[src/rtl/register_file_if.sv]
// Register-file access bundle: two read index/data pairs and one write port.
// The writeback/decode side is the master; the register file is the slave.
interface register_file_if #(
  parameter int SIZE = 64
);
  logic [4:0]      read_reg1;
  logic [4:0]      read_reg2;
  logic [4:0]      write_reg;
  logic [SIZE-1:0] write_data;
  logic            reg_write;
  logic [SIZE-1:0] read_data1;
  logic [SIZE-1:0] read_data2;

  modport master (
    output read_reg1, read_reg2, write_reg, write_data, reg_write,
    input  read_data1, read_data2
  );

  modport slave (
    input  read_reg1, read_reg2, write_reg, write_data, reg_write,
    output read_data1, read_data2
  );
endinterface

[src/rtl/register_file.sv]
// ARM64 integer register file: X0..X30 stored, X31 (XZR) reads zero; 1W/2R, combinational reads.
// Optional same-cycle write->read forwarding is enabled by defining REGFILE_BYPASS_EN.
module mux32x1 #(
  parameter int SIZE = 64
) (
  input  logic [SIZE-1:0] in_data [32],
  input  logic [4:0]      sel,
  output logic [SIZE-1:0] out_data
);
  assign out_data = in_data[sel];
endmodule

module register_file #(
  parameter int SIZE = 64
) (
  input  logic           clk,
  input  logic           reset_n,
  register_file_if.slave bus
);
  logic [SIZE-1:0] regs_q [31];
  logic [SIZE-1:0] regs_d [31];
  logic [31:0]     we_onehot;
  logic [SIZE-1:0] mux_in [32];
  logic [SIZE-1:0] mux_out1;
  logic [SIZE-1:0] mux_out2;

  // XZR has no storage, so its decode bit is forced low.
  always_comb begin
    we_onehot = '0;
    if (bus.reg_write) begin
      we_onehot[bus.write_reg] = 1'b1;
    end
    we_onehot[31] = 1'b0;
  end

  always_comb begin
    for (int i = 0; i < 31; i++) begin
      regs_d[i] = we_onehot[i] ? bus.write_data : regs_q[i];
    end
  end

  always_ff @(posedge clk or negedge reset_n) begin
    if (!reset_n) begin
      for (int i = 0; i < 31; i++) begin
        regs_q[i] <= '0;
      end
    end else begin
      for (int i = 0; i < 31; i++) begin
        regs_q[i] <= regs_d[i];
      end
    end
  end

  always_comb begin
    for (int i = 0; i < 31; i++) begin
      mux_in[i] = regs_q[i];
    end
    mux_in[31] = '0;
  end

  mux32x1 #(.SIZE(SIZE)) u_rd_mux1 (
    .in_data  (mux_in),
    .sel      (bus.read_reg1),
    .out_data (mux_out1)
  );

  mux32x1 #(.SIZE(SIZE)) u_rd_mux2 (
    .in_data  (mux_in),
    .sel      (bus.read_reg2),
    .out_data (mux_out2)
  );

`ifdef REGFILE_BYPASS_EN
  logic byp1;
  logic byp2;

  // Forwarding is held off during reset so the outputs stay zero.
  assign byp1 = reset_n && bus.reg_write && (bus.write_reg == bus.read_reg1) && (bus.write_reg != 5'd31);
  assign byp2 = reset_n && bus.reg_write && (bus.write_reg == bus.read_reg2) && (bus.write_reg != 5'd31);

  assign bus.read_data1 = byp1 ? bus.write_data : mux_out1;
  assign bus.read_data2 = byp2 ? bus.write_data : mux_out2;
`else
  assign bus.read_data1 = mux_out1;
  assign bus.read_data2 = mux_out2;
`endif
endmodule
[src/flat_wrapper.sv]
// flat-port wrapper written by rule: the top's interface ports become plain ports
module register_file_flat 
#(
  parameter int SIZE = 64
)
  (clk, reset_n, bus_read_reg1, bus_read_reg2, bus_write_reg, bus_write_data, bus_reg_write, bus_read_data1, bus_read_data2);
  register_file_if #(.SIZE(SIZE)) bus_i ();
  input  logic clk;
  input  logic reset_n;
  input wire logic [$bits(bus_i.read_reg1)-1:0] bus_read_reg1;
  input wire logic [$bits(bus_i.read_reg2)-1:0] bus_read_reg2;
  input wire logic [$bits(bus_i.write_reg)-1:0] bus_write_reg;
  input wire logic [$bits(bus_i.write_data)-1:0] bus_write_data;
  input wire logic [$bits(bus_i.reg_write)-1:0] bus_reg_write;
  output wire logic [$bits(bus_i.read_data1)-1:0] bus_read_data1;
  output wire logic [$bits(bus_i.read_data2)-1:0] bus_read_data2;
  assign bus_i.read_reg1 = bus_read_reg1;
  assign bus_i.read_reg2 = bus_read_reg2;
  assign bus_i.write_reg = bus_write_reg;
  assign bus_i.write_data = bus_write_data;
  assign bus_i.reg_write = bus_reg_write;
  assign bus_read_data1 = bus_i.read_data1;
  assign bus_read_data2 = bus_i.read_data2;
  register_file #(.SIZE(SIZE)) u_core (.clk(clk), .reset_n(reset_n), .bus(bus_i));
endmodule
[config.mk]
export PLATFORM = sky130hd
export DESIGN_NAME = register_file_flat
export DESIGN_NICKNAME = d
export VERILOG_FILES = /design/src/rtl/register_file_if.sv /design/src/rtl/register_file.sv /design/src/flat_wrapper.sv
export SDC_FILE = /design/constraint.sdc
export NUM_CORES = 2
export LEC_CHECK = 0
export BUFFER_PORTS_ARGS = -buffer_cell sky130_fd_sc_hd__buf_4
export CORE_UTILIZATION = 26
export CTS_BUF_LIST = sky130_fd_sc_hd__clkbuf_2 sky130_fd_sc_hd__clkbuf_4 sky130_fd_sc_hd__clkbuf_8
export DETAILED_ROUTE_END_ITERATION = 10
export PLACE_DENSITY_LB_ADDON = 0.15
export REMOVE_ABC_BUFFERS = 1
export SLEW_MARGIN = 10
export SYNTH_ARGS = -nofsm -noshare
export SYNTH_HDL_FRONTEND = slang
export SYNTH_HIERARCHICAL = 1
export SYNTH_SLANG_ARGS = --single-unit
export TNS_END_PERCENT = 10
[constraint.sdc]
create_clock -name clk -period 2.5 [get_ports clk]
set_input_delay 0.25 -clock clk [delete_from_list [all_inputs] [get_ports clk]]
set_output_delay 0.25 -clock clk [all_outputs]
set_load 0.01 [all_outputs]
==> impl_metrics.env <==
export IMPL_post_route_period_util_pct=129
export IMPL_ys_warn_count=6
export IMPL_finalHoldViolations=0
export IMPL_fp_dieW_um=642
export IMPL_synth_area_sq_um=106000
export IMPL_fillers=39425
export IMPL_clkTransAtPathRegs_ns=0.07
export IMPL_clockRootBuffer="clkbuf_8"
export IMPL_ir_worst_vdd_v=0.000386
export IMPL_largest_register_ff_count=1984
export IMPL_globalplace_congestion=0.765
export IMPL_synth_flop_cell="dfrtp_1"
export IMPL_required_ns=2.25
export IMPL_rsz0062_at_grt="true"
export IMPL_stdcell_area_sq_um=130000
export IMPL_grt_use_total_pct=18.8
export IMPL_drcViolationCount=0
export IMPL_drt_pass1_iterations=5
export IMPL_leakage_nw=55.9
export IMPL_ys_ff_latch=1984
export IMPL_place_area_sq_um=120000
export IMPL_min_path_type="in -> reg"
export IMPL_finalCriticalPeriod_ns=3.22
export IMPL_drtIter0Drc=3786
export IMPL_clock_sinks=1984
export IMPL_maxCapViolations=0
export IMPL_wl_per_cell_um=30.0
export IMPL_startpoint="u_core/mux_in[1184]$_DFFE_PN0P_"
export IMPL_async_reset_ff_share_pct=100
export IMPL_start_util_pct=26.2
export IMPL_dp_hpwl_um=248000
export IMPL_clk_latency_ns=1.05
export IMPL_synth_cells=6426
export IMPL_drive_gt1_share_pct=66.6
export IMPL_htreeDepth=5
export IMPL_worst_ep_arrival_time_ns=2.97
export IMPL_core_rowCount=234
export IMPL_clk_path_buf_depth=4
export IMPL_syn_area_per_cell_sq_um=16.6
export IMPL_holdWs_ns=0.219
export IMPL_r2r_end="u_core/mux_in[1290]$_DFFE_PN0P_"
export IMPL_rrSetupSlack_ns=1.59
export IMPL_outcome="finished, violations left"
export IMPL_syn2layout_area_growth_pct=22.6
export IMPL_nNetsFinal=7212
export IMPL_fin_worst_skew_ns=0
export IMPL_timing_rr_start="u_core/mux_in[1290]$_DFFE_PN0P_"
export IMPL_viasPerCell=5.04
export IMPL_die_y_um=642
export IMPL_boundaryPins=210
export IMPL_setup_slack_ns=-0.718
export IMPL_cts_buffers_inserted=381
export IMPL_critPathKind="reg -> out"
export IMPL_coreArea_sq_um=407000
export IMPL_cp_max_fo=3
export IMPL_setup_viol=128
export IMPL_drv_slew=0
export IMPL_ys_types=32
export IMPL_port_buffers=209
export IMPL_die_area_sq_um=412000
export IMPL_cts_tree="built"
export IMPL_cp_end_kind="output pin"
export IMPL_timing_reg2reg_worst_path_depth=2
export IMPL_violations="negative setup slack"
export IMPL_vias=64840
export IMPL_max_clock_freq_mhz=311
export IMPL_postRouteAntennaNets=0
export IMPL_synth_edff_count=0
export IMPL_grt_max_degree=117
export IMPL_worstMarginPinSlew_ns=0.807
export IMPL_routed_wl_um=386000
export IMPL_grt_pass1_vias=71475
export IMPL_dpl_worst_slack_ns=-0.474
export IMPL_relSlewSlack_pct=46.2
export IMPL_grt_pass1_wl_um=559000
export IMPL_endpoint="bus_read_data1[32]"
export IMPL_p_per_area_nw_per_um2=776
export IMPL_yosysSeqAreaShare_pct=46.7
export IMPL_antenna_found_initial=23
export IMPL_overflow=0
export IMPL_cp_start_kind="register"
==> cell usage in the layout (no fill, tap or decap), types with 4 or more instances in the layout <==
cell / n
mux2i_2: 19
clkinv_8: 5
nor2b_1: 24
a221oi_1: 13
buf_6: 106
a221oi_4: 6
bufinv_16: 6
nand2_4: 12
mux2_2: 2039
mux4_2: 1132
buf_12: 238
o22a_1: 15
inv_6: 5
nor2_4: 11
diode_2: 6
clkbuf_8: 475
o22ai_2: 27
dlygate4sd3_1: 76
buf_4: 483
conb_1: 128
clkinvlp_4: 4
clkinv_2: 43
mux2_4: 92
inv_2: 4
clkbuf_4: 135
mux2_1: 5
dfrtp_1: 1984
o22ai_4: 22
nand3_4: 4
buf_8: 6
a221oi_2: 31
mux2i_1: 197
o21ai_0: 21
inv_8: 4
o21ai_4: 4
o22a_2: 11
nand2b_1: 4
==> layer usage <==
layer	share of wire (%)	vias to the layer above	track usage (%)
li1	-	26670	-
met2	49	1256	31.7
met5	0.015	-	0
met1	45	36378	25.4
met3	3.4	526	2.49
met4	2.4	10	4.46
==> area by class of cell <==
cell class / count / area (sq um) / area share (%)
antenna: 6 / 15.0 / 0.0115
multi-input combinational: 3845 / 55300 / 42.4
timing repair buffer: 914 / 10500 / 8.06
tap: 5428 / 6790 / 5.21
clock buffer: 606 / 7500 / 5.75
clock inverter: 70 / 648 / 0.497
inverter: 4 / 15.0 / 0.0115
sequential: 1984 / 49600 / 38.1
==> cells in the mapped netlist, types with 2 or more instances <==
| cell | number | share of area [%] |
|---|---|---|
| nand2b_1 | 6 | 0.035 |
| o21ai_0 | 22 | 0.10 |
| nor2b_1 | 26 | 0.15 |
| a221oi_1 | 50 | 0.41 |
| and4bb_2 | 3 | 0.035 |
| nand2_1 | 15 | 0.053 |
| buf_4 | 18 | 0.13 |
| buf_6 | 29 | 0.31 |
| nor2_2 | 11 | 0.065 |
| clkbuf_1 | 344 | 1.2 |
| buf_2 | 291 | 1.4 |
| or2_2 | 2 | 0.012 |
| o22a_1 | 26 | 0.21 |
| and2_1 | 2 | 0.012 |
| dfrtp_1 | 1984 | 47 |
| or3_1 | 3 | 0.018 |
| nand3_2 | 3 | 0.028 |
| mux2i_1 | 218 | 2.1 |
| inv_1 | 4 | 0.014 |
| nand4b_1 | 3 | 0.025 |
| o22ai_1 | 50 | 0.29 |
| mux4_2 | 1132 | 24 |
| buf_1 | 38 | 0.13 |
| mux2_1 | 5 | 0.053 |
| o21ai_1 | 4 | 0.019 |
| mux2_2 | 2131 | 23 |
==> worst max-delay path, stage by stage, from the launching register on <==
cell and delay, ns:
dfrtp_1 0.40, mux4_2 0.49, mux4_2 0.51, mux2_4 0.34
buf_6 0.14
==> cell families after synthesis <==
kind of cell,count (synthesis),share of synthesized area (%)
DFF,1984,46.7
AOI/OAI and AO/OA,152,1.04
and+or+nand+nor,79,0.487
muxes,3486,48.6
other,1,0.00353
buffers and inverters,724,3.17
==> stage by stage <==
step	util (%)	total power, mW	std cells	setup TNS (ns)
floorplan	-	56.3	5833	-208.56
global placement	29.5	65.0	12097	-31.34
detailed placement	29.5	65.8	12097	-30.70
CTS	32.0	103	12850	-91.51
global route	32.1	107	12855	-90.15
finish	32.1	101	12857	-70.42
==> report_power, final <==
part / internal, mW / switching [mW] / leakage, nW
logic: 14.5 / 8.83 / 26.1
clock network: 19.6 / 15.3 / 4.37
registers: 38.5 / 4.46 / 25.4
==> worst min path at each step <==
stage / startpoint / endpoint / cells after the start
global placement: u_core/mux_in[195]$_DFFE_PN0P_ / u_core/mux_in[195]$_DFFE_PN0P_ / 1
CTS: bus_write_data[0] / u_core/mux_in[192]$_DFFE_PN0P_ / 3
finish: bus_write_data[30] / u_core/mux_in[1822]$_DFFE_PN0P_ / 3
detailed placement: u_core/mux_in[195]$_DFFE_PN0P_ / u_core/mux_in[195]$_DFFE_PN0P_ / 1
floorplan: reset_n / u_core/mux_in[1000]$_DFFE_PN0P_ / 0
global route: bus_write_data[30] / u_core/mux_in[734]$_DFFE_PN0P_ / 3
==> timing repair <==
action                                  in CTS  in global routing
hold buffers                                76                  0
hold endpoints to repair                  3968                  0
endpoints found under the setup margin     128                128
resized for setup                          326                 33
setup buffers                                4                  1
pin swaps                                   24                 10
Note: power is estimated with default switching activity, not from simulation.
